<file path="src/rtl/fixed_to_float_seq_if.sv">
// Handshake and data bundle for the fixed-to-float converter.
// The master drives the operand and start pulse; the slave returns busy, done and result.
interface fixed_to_float_seq_if;
  logic        start;
  logic [31:0] fixed;
  logic [4:0]  fixpointpos;
  logic        busy;
  logic        done;
  logic [31:0] result;

  modport master (
    output start, fixed, fixpointpos,
    input  busy, done, result
  );

  modport slave (
    input  start, fixed, fixpointpos,
    output busy, done, result
  );
endinterface

</file>
<file path="src/rtl/fixed_to_float_seq.sv">
// Iterative 32-bit two's-complement fixed-point to IEEE-754 single converter.
// Normalises one bit per cycle and truncates the mantissa (round toward zero).
module fixed_to_float_seq (
  input  logic                  clk,
  input  logic                  rst,
  fixed_to_float_seq_if.slave   bus
);

  typedef enum logic [1:0] {
    IDLE = 2'd0,
    NORM = 2'd1,
    PACK = 2'd2
  } state_t;

  state_t      state_q, state_d;
  logic        sign_q, sign_d;
  logic [31:0] mag_q, mag_d;
  logic [4:0]  fpp_q, fpp_d;
  logic [4:0]  cnt_q, cnt_d;
  logic        zero_q, zero_d;
  logic [31:0] result_q, result_d;
  logic        done_q, done_d;
  logic [7:0]  exp_w;

  // Biased exponent: 127 + 31 - shifts - fractional bits, always within 96..158.
  assign exp_w = 8'd158 - {3'b000, cnt_q} - {3'b000, fpp_q};

  // NOTE: sequential state uses non-blocking assignments so every register
  // samples the values from before the edge, independent of statement order.
  always_ff @(posedge clk) begin
    if (rst) begin
      state_q  <= IDLE;
      sign_q   <= 1'b0;
      mag_q    <= '0;
      fpp_q    <= '0;
      cnt_q    <= '0;
      zero_q   <= 1'b0;
      result_q <= '0;
      done_q   <= 1'b0;
    end else begin
      state_q  <= state_d;
      sign_q   <= sign_d;
      mag_q    <= mag_d;
      fpp_q    <= fpp_d;
      cnt_q    <= cnt_d;
      zero_q   <= zero_d;
      result_q <= result_d;
      done_q   <= done_d;
    end
  end

  // NOTE: every signal written here gets a default first; a path that left
  // one unassigned would infer a latch.
  always_comb begin
    state_d  = state_q;
    sign_d   = sign_q;
    mag_d    = mag_q;
    fpp_d    = fpp_q;
    cnt_d    = cnt_q;
    zero_d   = zero_q;
    result_d = result_q;
    done_d   = 1'b0;

    unique case (state_q)
      IDLE: begin
        if (bus.start) begin
          sign_d  = bus.fixed[31];
          // Negating 0x80000000 wraps back to 0x80000000, the correct magnitude.
          mag_d   = bus.fixed[31] ? (~bus.fixed + 32'd1) : bus.fixed;
          fpp_d   = bus.fixpointpos;
          cnt_d   = '0;
          zero_d  = 1'b0;
          state_d = NORM;
        end
      end

      NORM: begin
        if (mag_q == 32'd0) begin
          zero_d  = 1'b1;
          state_d = PACK;
        end else if (mag_q[31]) begin
          state_d = PACK;
        end else begin
          mag_d = {mag_q[30:0], 1'b0};
          cnt_d = cnt_q + 5'd1;
        end
      end

      PACK: begin
        result_d = zero_q ? 32'h0000_0000 : {sign_q, exp_w, mag_q[30:8]};
        done_d   = 1'b1;
        state_d  = IDLE;
      end

      default: state_d = IDLE;
    endcase
  end

  assign bus.busy   = (state_q != IDLE);
  assign bus.done   = done_q;
  assign bus.result = result_q;

endmodule
</file>
<file path="src/flat_wrapper.sv">
// flat-port wrapper written by rule: the top's interface ports become plain ports
module fixed_to_float_seq_flat 
  (clk, rst, bus_start, bus_fixed, bus_fixpointpos, bus_busy, bus_done, bus_result);
  fixed_to_float_seq_if bus_i ();
  input  logic clk;
  input  logic rst;
  input wire logic [$bits(bus_i.start)-1:0] bus_start;
  input wire logic [$bits(bus_i.fixed)-1:0] bus_fixed;
  input wire logic [$bits(bus_i.fixpointpos)-1:0] bus_fixpointpos;
  output wire logic [$bits(bus_i.busy)-1:0] bus_busy;
  output wire logic [$bits(bus_i.done)-1:0] bus_done;
  output wire logic [$bits(bus_i.result)-1:0] bus_result;
  assign bus_i.start = bus_start;
  assign bus_i.fixed = bus_fixed;
  assign bus_i.fixpointpos = bus_fixpointpos;
  assign bus_busy = bus_i.busy;
  assign bus_done = bus_i.done;
  assign bus_result = bus_i.result;
  fixed_to_float_seq u_core (.clk(clk), .rst(rst), .bus(bus_i));
endmodule
</file>
<file path="config.mk">
export PLATFORM = sky130hd
export DESIGN_NAME = fixed_to_float_seq_flat
export DESIGN_NICKNAME = d
export VERILOG_FILES = /design/src/rtl/fixed_to_float_seq_if.sv /design/src/rtl/fixed_to_float_seq.sv /design/src/flat_wrapper.sv
export SDC_FILE = /design/constraint.sdc
export NUM_CORES = 1
export LEC_CHECK = 0
export ABC_CLOCK_PERIOD_IN_PS = 7200
export BUFFER_PORTS_ARGS = -buffer_cell sky130_fd_sc_hd__buf_2
export CORE_MARGIN = 2
export CORE_UTILIZATION = 45
export DETAILED_ROUTE_END_ITERATION = 8
export PLACE_DENSITY = 0.75
export SLEW_MARGIN = 25
export SYNTH_ARGS = -nofsm -noshare
export SYNTH_HDL_FRONTEND = slang
export SYNTH_SLANG_ARGS = --single-unit
</file>
<file path="constraint.sdc">
create_clock -name clk -period 7.2 [get_ports clk]
set_clock_uncertainty 0.15 [all_clocks]
set_input_delay 2.16 -clock clk [delete_from_list [all_inputs] [get_ports clk]]
set_output_delay 2.16 -clock clk [all_outputs]
set_load 0.1 [all_outputs]
</file>
==> key figures, run 1 <==
Power and ir drop
  – Clk pwr share: 26.1%
  – Max IR drop VDD: 126 µV
  – Leak Pwr: 1.91 nW
  – Net Sw Power: 0.391 mW
  – Int Power: 0.711 mW
  – Flop pwr share: 46.4%
  – Switch share: 35.5%
  – Comb pwr share: 27.5%
  – Pwr per Cell Area: 220 nW/µm²

Die
  – I/O pins: 74
  – Die width: 104 µm
  – Die Area: 10800 µm²
  – Row cnt: 36
  – Core Region: 9730 µm²
  – Initial Utilization: 46.0%
  – Height of the die: 104 µm

Critical path
  – Critical path launch point: bus_fixed[8]
  – Capture point of the worst path: u_core.mag_q[30]
  – CP required: 7.25 ns
  – R2r endpoint: u_core.mag_q[26]
  – R2R Setup Slk: 4.09 ns
  – Worst Setup Start Kind: primary input
  – Crit path kind: in -> reg
  – Worst Path Max Fanout: 16
  – Crit path capture type: flop
  – R2r startpoint: u_core.state_q[1]
  – R2R cell count: 7
  – WP data arrival: 4.41 ns

CTS
  – Reg clk slew, reported paths: 0.08 ns
  – Clock tree buffer depth: 2
  – Postcts setup bufs: 0
  – Clock sink count: 79
  – Cts repair resizes: 0
  – TritonCTS clock tree: yes
  – CTS buffer count: 9
  – H-tree depth: 3
  – CTS Hold Bufs: 0
  – Clk root buf: clkbuf_8
  – Clock latency on the worst-skew pair: 0.35 ns

Drt
  – Initial DRT Pass Iterations: 5
  – ANT nets after route: 0
  – Routed WL: 12100 µm
  – Per-cell routed wire length: 16.5 µm
  – Via Count: 4423
  – DRC viols: 0
  – Via density: 6.06
  – Initial DRC count: 324

Timing
  – Final WS setup: 2.83 ns
  – Minimum clock period: 4.37 ns
  – Hold Vio Cnt, Final: 0
  – Worst Tran Pin Value: 0.996 ns
  – RSZ-0062 raised after global routing: no
  – Final setup violation count: 0
  – TNS Setup: 0 ns
  – Slew Viols, Final: 0
  – Slew headroom: 33.4%
  – Fmax: 229 MHz
  – Final period utilization: 60.7%

Yosys
  – Async set or reset register ratio after synthesis: 0%
  – Synth Flop Type: dfxtp_1
  – EDFF count, synth: 0
  – Register area share after synthesis: 35.3%
  – Yosys warns: 0
  – Cells after Synth: 554
  – Post-synth cell types: 58
  – Synthesized area per cell: 8.08 µm²
  – Post-Syn Area: 4480 µm²
  – Syn nets: 607
  – Post-synthesis register bit count: 79

Global routing
  – Total Routing Usage GR: 22.7%
  – Largest net degree at the start of global routing: 66
  – Gr ovfl total: 0
  – Number of global-route vias before repair: 4079
  – Global-route wire length before repair: 20100 µm
  – Initial antenna violation count: 0

Placed design
  – Detailed Place HPWL: 8230 µm
  – Post-Place Setup Slack: 2.48 ns
  – IO buf count: 73
  – Placed instance area: 4850 µm²
  – Final Wtd Congestion: 0.860

Layout
  – Finished Core Util: 51.6%
  – Ant. Diodes: 0
  – Syn-to-layout area delta: 12.1%
  – Nets: 645
  – Layout cells sized above 1: 18.1%
  – Design area: 5020 µm²

Min path
  – Hold WC Path Type: reg -> reg

Run
  – Maxcap violations: 0

Run status
  – Status: finished clean
kinds of logic (layout without fill, tap and decap cells):
group           count (synthesis)  after routing  synth area share, %
simple gates                  193            193                 23.7
mux                             3              3                0.699
buf+inv                        72            115                 6.54
fa+ha+maj                      13             13                 3.97
flops                          79             79                 35.3
xor+xnor                       18             18                 3.52
compound gates                176            176                 26.2
placed cells by master (no fill, tap or decap), drive strengths merged, types with 6 or more instances in the layout:
cell type | Yosys | layout
a21oi | 72 | 72
a22oi | 9 | 9
a41oi | 7 | 7
buf | 8 | 80
clkbuf | 45 | 13
dfxtp | 79 | 79
ha | 11 | 11
inv | 19 | 19
nand2 | 31 | 31
nand3 | 17 | 17
nor2 | 44 | 44
nor3 | 13 | 13
nor3b | 28 | 28
nor4 | 10 | 10
o21ai | 12 | 12
o31ai | 25 | 25
o41ai | 11 | 11
or2 | 6 | 6
or3 | 15 | 15
or4 | 10 | 10
xnor2 | 12 | 12
xor2 | 6 | 6
per-stage QoR:
step | std cells | power [mW] | hold slack, ns
finish | 730 | 1.10 | 0.305
global route | 730 | 1.16 | 0.338
CTS | 730 | 1.10 | 0.310
detailed placement | 714 | 0.819 | 0.299
global placement | 714 | 0.813 | 0.297
floorplan | 554 | 0.737 | 0.282
registers in the layout, summed over array words and instances, names as in the netlist:
register / flops
u_core.fpp_q: 5
u_core.sign_q: 1
u_core.bus.done: 1
u_core.state_q: 2
u_core.bus.result: 32
u_core.mag_q: 32
u_core.cnt_q: 5
u_core.zero_q: 1
cell type report:
type                    count  area, µm²
clock buffers              13        149
inverters                  19       71.3
well taps                 133        166
repair buffers             80        418
multi-input cells         403       2610
flip-flops and latches     79       1580
fillers                   984       4710
clock inverters             3       18.8
cell usage after synthesis, types with 5 or more instances:
master | number | share of area, %
a21oi_1 | 72 | 8.0
a22oi_1 | 9 | 1.5
a41oi_1 | 7 | 1.4
buf_1 | 5 | 0.42
clkbuf_1 | 45 | 3.8
dfxtp_1 | 79 | 35
ha_1 | 11 | 3.1
inv_1 | 19 | 1.6
nand2_1 | 31 | 2.6
nand3_1 | 17 | 1.9
nor2_1 | 44 | 3.7
nor3_1 | 13 | 1.5
nor3b_1 | 28 | 4.7
nor4_1 | 9 | 1.3
o21ai_0 | 10 | 1.1
o31ai_1 | 25 | 4.2
o41ai_1 | 11 | 2.2
or2_2 | 5 | 0.70
or3_1 | 15 | 2.1
or4_1 | 8 | 1.3
xnor2_1 | 12 | 2.3
xor2_1 | 6 | 1.2
per-layer routing:
metal	wire (µm)	part of all wire [%]	global-route usage (%)	up-vias
met3	791	6.6	4.97	20
met2	5920	49	38.4	158
met4	210	1.7	8.49	0
met5	0	0	0	-
li1	-	-	-	2138
met1	5150	43	28.5	2107
worst min-delay path by stage:
stage                               start              end  slack, ns  cells after the start
after floorplan             u_core.sign_q    u_core.sign_q       0.28                      2
after global placement    u_core.fpp_q[0]  u_core.fpp_q[0]       0.30                      2
after detailed placement  u_core.fpp_q[1]  u_core.fpp_q[1]       0.30                      2
after CTS                 u_core.fpp_q[1]  u_core.fpp_q[1]       0.31                      2
after global routing      u_core.fpp_q[1]  u_core.fpp_q[1]       0.34                      2
final                     u_core.fpp_q[1]  u_core.fpp_q[1]       0.31                      2
power by group through the flow:
| stage | combinational, mW | clock, mW | sequential (mW) |
|---|---|---|---|
| 6_report | 0.303 | 0.288 | 0.511 |
| 5_1_grt | 0.334 | 0.312 | 0.516 |
| 4_1_cts | 0.301 | 0.293 | 0.510 |
| 3_5_place_dp | 0.300 | 0 | 0.520 |
| 3_3_place_gp | 0.294 | 0 | 0.519 |
| 2_1_floorplan | 0.189 | 0 | 0.547 |
critical path, stage by stage:
cell and delay (ns):
buf_2 0.11, or4_1 0.71, or4_4 0.60, or4b_1 0.55, a32oi_1 0.18, a21oi_1 0.09
(Power assumes the default switching activity.)
==> run 2, diff against run 1 <==
Settings changed: ABC_AREA from default to 1, ABC_CLOCK_PERIOD_IN_PS 7200 to 3660, PLACE_DENSITY 0.75 to 0.77.
Clock period 7.2 ns to 3.66 ns, I/O delays scaled along.
==> run 2 against run 1 <==
Compared with the run above:
- global-route usage down 0.83 points
- final area up 6.8%
- combinational power up 64%
- cell count up 35%
- die area up 4.8%
- sequential power up 89%
- critical endpoint is now u_core.mag_q[22]
- largest power group unchanged
==> key figures, run 2 <==
Global routing
  – Largest net degree at the start of global routing: 45
  – Total Routing Usage GR: 21.9%
  – Initial antenna violation count: 0
  – Grt peak-use layer: met2
  – Gr ovfl total: 0
  – Global-route wire length before repair: 19700 µm
  – Number of global-route vias before repair: 4178
  – GR met1 Demand/Resource: 28.8%
  – Met2 GRT Util: 35.9%
  – Met3 global-route usage: 4.84%

Layout
  – Finished Core Util: 52.4%
  – Fillers: 1093
  – Nets: 895
  – Leading cell type in the layout, fill and taps excluded: nand2_1
  – Syn-to-layout area delta: 14.0%
  – Sequential Area: 1580 µm²
  – Area of the multi-input gates: 2710 µm²
  – Layout cells sized above 1: 13.0%
  – Ant. Diodes: 0
  – Commonest cells after routing, fill and taps aside: nand2_1 (267), nor2_1 (165), dfxtp_1 (79)

Power and ir drop
  – Comb pwr share: 22.6%
  – Max IR drop VDD: 198 µV
  – Pwr per Cell Area: 411 nW/µm²
  – Clk pwr share: 33.6%
  – Switch share: 33.0%
  – Leak Pwr: 2.51 nW
  – Int Power: 1.47 mW
  – Net Sw Power: 0.728 mW
  – Flop pwr share: 43.7%

Timing
  – Final period utilization: 72.0%
  – Minimum clock period: 2.64 ns
  – Final setup violation count: 0
  – Worst Tran Pin Value: 0.861 ns
  – Fmax: 379 MHz
  – Hold Vio Cnt, Final: 0
  – Slew Viols, Final: 0
  – Final WS setup: 1.02 ns
  – RSZ-0062 raised after global routing: no
  – Minimum hold slack: 0.312 ns
  – Slew headroom: 42.4%
  – TNS Setup: 0 ns

CTS
  – Cts repair resizes: 0
  – Clock sink count: 79
  – TritonCTS clock tree: yes
  – Postcts setup bufs: 0
  – CTS Hold Bufs: 0
  – Clk root buf: clkbuf_8
  – H-tree depth: 3
  – CTS buffer count: 9
  – Reg clk slew, reported paths: 0.09 ns
  – Clock tree buffer depth: 2
  – Clock latency on the worst-skew pair: 0.37 ns

Critical path
  – CP top delay family: simple AND/OR/NAND/NOR gates
  – R2R Setup Slk: 1.02 ns
  – Worst Path Max Fanout: 27
  – Crit path capture type: flop
  – Cell breakdown of the critical path: inv_2 -> nand2_1 -> inv_1 -> nand2_1 -> nand3_2 -> buf_12 -> nand2_1 -> nand2_1 -> nor2_1
  – Worst Setup Start Kind: flop
  – Worst Path Buf+Inv: 3
  – Crit path kind: reg -> reg
  – Max stage delay on crit path: 0.61 ns
  – WP data arrival: 2.80 ns
  – CP required: 3.82 ns
  – CP most frequent cell: nand2_1
  – CP max stage cell: nand3_2

Run
  – Maxcap violations: 0

Drt
  – Via Count: 4869
  – Via density: 4.95
  – Routed WL: 12000 µm
  – Initial DRC count: 366
  – Initial DRT Pass Iterations: 5
  – Per-cell routed wire length: 12.3 µm
  – DRC viols: 0
  – ANT nets after route: 0

Yosys
  – Synthesized area per cell: 5.98 µm²
  – Async set or reset register ratio after synthesis: 0%
  – Post-synth top cells: nand2_1 (267), nor2_1 (165), dfxtp_1 (79)
  – Syn nets: 839
  – Yosys warns: 0
  – Register area share after synthesis: 33.6%
  – Post-synthesis register bit count: 79
  – Top-count cell post-synth: nand2_1
  – Top post-synthesis cells by area: dfxtp_1 (34%), nand2_1 (21%), nor2_1 (13%)
  – Share of Yosys cell area claimed by the top area cell type: 33.6%
  – EDFF count, synth: 0
  – Area leader, netlist: dfxtp_1
  – Post-Syn Area: 4700 µm²
  – Post-synth cell types: 33
  – Cells after Synth: 786
  – Synth Flop Type: dfxtp_1

Die
  – Row cnt: 37
  – Height of the die: 106 µm
  – Core Region: 10200 µm²
  – Initial Utilization: 46.0%
  – Die Area: 11300 µm²
  – Die width: 106 µm
  – I/O pins: 74

Run status
  – Status: finished clean

Placed design
  – Detailed Place HPWL: 8840 µm
  – IO buf count: 73
  – Post-Place Setup Slack: 0.927 ns
  – Final Wtd Congestion: 0.895

Min path
  – Hold WC Path Type: reg -> reg
run 2: cell count changes after synthesis, sizes merged, moves of 15 or more:
cell | before | now
nand3 | 17 | 38
o31ai | 25 | 1
nand4 | 3 | 19
clkbuf | 45 | 12
buf | 8 | 25
nor3b | 28 | 1
a21oi | 72 | 57
inv | 19 | 62
nor2 | 44 | 170
or3 | 15 | 0
nand2 | 31 | 268
run 2: worst reg2reg max path: cells and delay by family (launching register included):
kind,cells,cell delay [ns]
buf+inv,3,0.52
flops,1,0.41
simple gates,6,1.49
run 2: area by class of cell:
type	count	share of cell area (%)
clock inverter	7	1.91
inverter	62	4.34
timing repair buffer	82	8.31
sequential	79	29.5
tap	136	3.17
multi-input combinational	608	50.5
clock buffer	9	2.31
run 2: worst paths after layout:
path,start,to,cells past startpoint
worst max-delay path,u_core.state_q[1],u_core.mag_q[22],9
worst min-delay path,u_core.fpp_q[0],u_core.fpp_q[0],2
worst max register to register,u_core.state_q[1],u_core.mag_q[22],9
worst min register to register,u_core.fpp_q[0],u_core.fpp_q[0],2
run 2: through the flow:
stage / instance area (µm²) / total power [mW] / cells
6_report: 5360 / 2.20 / 983
5_1_grt: 5360 / 2.33 / 983
4_1_cts: 5360 / 2.22 / 983
3_5_place_dp: 5130 / 1.48 / 967
3_3_place_gp: 5130 / 1.47 / 967
2_1_floorplan: 4700 / 1.34 / 786
run 2: power groups by stage:
| stage | Clock [mW] | Sequential, mW | Combinational [mW] |
|---|---|---|---|
| 6_report | 0.741 | 0.964 | 0.498 |
| 5_1_grt | 0.788 | 0.971 | 0.571 |
| 4_1_cts | 0.756 | 0.963 | 0.498 |
| 3_5_place_dp | 0 | 0.983 | 0.496 |
| 3_3_place_gp | 0 | 0.982 | 0.490 |
| 2_1_floorplan | 0 | 0.993 | 0.349 |
run 2: logic make-up (layout without fill, tap and decap cells):
| kind of cell | after synthesis | count (layout) | synth area share (%) |
|---|---|---|---|
| AND/OR/NAND/NOR | 500 | 500 | 42.7 |
| buffers and inverters | 99 | 160 | 8.83 |
| adder cells (fa/ha/maj) | 13 | 13 | 3.78 |
| AO/OA/AOI/OAI | 91 | 91 | 10.3 |
| XOR/XNOR | 4 | 4 | 0.745 |
| flip-flops | 79 | 79 | 33.6 |
run 2: layer usage:
layer,up-vias,routed length (µm),share of wire (%)
met4,0,249,2.1
met5,-,0,0
met1,2127,5500,46
li1,2581,-,-
met3,21,752,6.2
met2,140,5540,46
==> run 3, diff against run 2 <==
Settings changed: ABC_AREA 1 to 0, ABC_CLOCK_PERIOD_IN_PS 3660 to 2540, PLACE_DENSITY 0.77 to 0.75.
Clock period 3.66 ns to 2.54 ns, I/O delays scaled along.
==> run 3 against run 2 <==
Compared with the run above:
- the run now ends with setup timing left
- die area decreased by 4.6%
- power grew 55%
- non-clock buffer count rose by 58
- register-to-register slack got worse by 0.83 ns
- first-iteration DRC count up 0.55%
- clock power grew 31%
- clock-buffer cell count rose by 2
- cell count fell by 20%
- hold slack got worse by 0.00081 ns
- largest cell class unchanged
- largest power group unchanged
==> key figures, run 3 (same netlist as run 1, synthesis figures left out) <==
Layout
  – Commonest cells after routing, fill and taps aside: dfxtp_1 (78), a21oi_1 (72), buf_2 (70)
  – Layout cells sized above 1: 30.1%
  – Leading cell type in the layout, fill and taps excluded: dfxtp_1
  – Final Non-Filler Cells: 790
  – Syn-to-layout area delta: 29.0%
  – Fillers: 894
  – Design area: 5780 µm²
  – Finished Core Util: 59.4%
  – Nets: 705
  – Ant. Diodes: 0

Die
  – Height of the die: 104 µm
  – I/O pins: 74
  – Row cnt: 36
  – Initial Utilization: 46.0%
  – Core Region: 9730 µm²
  – Die width: 104 µm
  – Die Area: 10800 µm²

Global routing
  – Largest net degree at the start of global routing: 63
  – Number of global-route vias before repair: 4637
  – Initial antenna violation count: 0
  – Gr ovfl total: 0
  – Global-route wire length before repair: 21900 µm
  – Total Routing Usage GR: 24.7%

Critical path
  – CP max stage cell: or4_4
  – Crit path capture type: flop
  – CP required: 2.63 ns
  – CP most frequent cell: or4_4
  – Worst Setup Start Kind: primary input
  – WP data arrival: 2.80 ns
  – Max stage delay on crit path: 0.58 ns
  – Crit path kind: in -> reg
  – Worst Path Max Fanout: 7
  – Cell breakdown of the critical path: buf_6 -> or4_4 -> or4_4 -> or4b_4 -> a32oi_1 -> a21oi_1

Placed design
  – Placed cell count: 772
  – IO buf count: 73
  – Detailed Place HPWL: 9650 µm
  – Post-Place Setup Slack: -0.574 ns
  – Placed instance area: 5350 µm²
  – Final Wtd Congestion: 0.914

Timing
  – TNS Setup: -1.02 ns
  – Final period utilization: 106%
  – Fmax: 370 MHz
  – Minimum hold slack: 0.311 ns
  – Minimum clock period: 2.70 ns
  – Final setup violation count: 13
  – Slew Viols, Final: 0
  – Hold Vio Cnt, Final: 0
  – RSZ-0062 raised after global routing: yes
  – Slew headroom: 53.5%
  – Final WS setup: -0.163 ns
  – Worst Tran Pin Value: 0.696 ns

Run status
  – Violated checks: setup timing
  – Status: finished with violations

CTS
  – Reg clk slew, reported paths: 0.08 ns
  – TritonCTS clock tree: yes
  – Clk root buf: clkbuf_8
  – CTS Hold Bufs: 0
  – Clock latency on the worst-skew pair: 0.35 ns
  – CTS buffer count: 9
  – Clock sink count: 79
  – H-tree depth: 3
  – Clock tree buffer depth: 2

Power and ir drop
  – Max IR drop VDD: 400 µV
  – Total power: 3.42 mW
  – Pwr per Cell Area: 591 nW/µm²
  – Leak Pwr: 2.30 nW

Drt
  – Via density: 6.08
  – Routed WL: 13800 µm
  – Initial DRT Pass Iterations: 5
  – DRC viols: 0
  – Via Count: 4806
  – Per-cell routed wire length: 17.4 µm
  – ANT nets after route: 0
  – Initial DRC count: 368

Run
  – Maxcap violations: 0

Min path
  – Hold WC Path Type: reg -> reg
## run 3: final timing paths
path | from | endpoint | slack, ns | cells after the start
max | bus_fixed[5] | u_core.mag_q[30] | -0.16 | 6
min | u_core.bus.result[29] | u_core.bus.result[29] | 0.31 | 2
max reg2reg | u_core.cnt_q[1] | u_core.bus.result[30] | 0.19 | 9
min reg2reg | u_core.bus.result[29] | u_core.bus.result[29] | 0.31 | 2
## run 3: repair_timing
action                     4_1_cts  5_1_grt
gates resized for setup         16       14
pin swaps                       14       11
setup buffers                    1        1
setup endpoints to repair       13       13
## run 3: per-layer routing
metal	GRT usage [%]	share of wire (%)	vias to the layer above
li1	-	-	2255
met1	29.2	40	2290
met2	43.6	51	213
met3	5.03	6.0	48
met4	10.3	3.4	0
met5	0	0	-
## run 3: power breakdown
| group | total [mW] | switching, mW | leakage [nW] | internal (mW) |
|---|---|---|---|---|
| Clock | 0.972 | 0.466 | 0.105 | 0.506 |
| Sequential | 1.45 | 0.106 | 0.646 | 1.34 |
| Combinational | 0.994 | 0.621 | 1.55 | 0.373 |
| Total | 3.42 | 1.19 | 2.30 | 2.22 |
## run 3: cell type report
type                    count  area, µm²  share of cell area (%)
repair buffers            140        911                    15.8
well taps                 133        166                    2.88
clock buffers              11        151                    2.62
clock inverters             5       56.3                   0.975
flip-flops and latches     79       1580                    27.4
inverters                  19       71.3                    1.23
multi-input cells         403       2840                    49.1
## run 3: worst max-delay path, delay by kind of cell
kind | cells | cell delay [ns]
compound gates | 2 | 0.28
simple gates | 3 | 1.66
buf+inv | 1 | 0.09
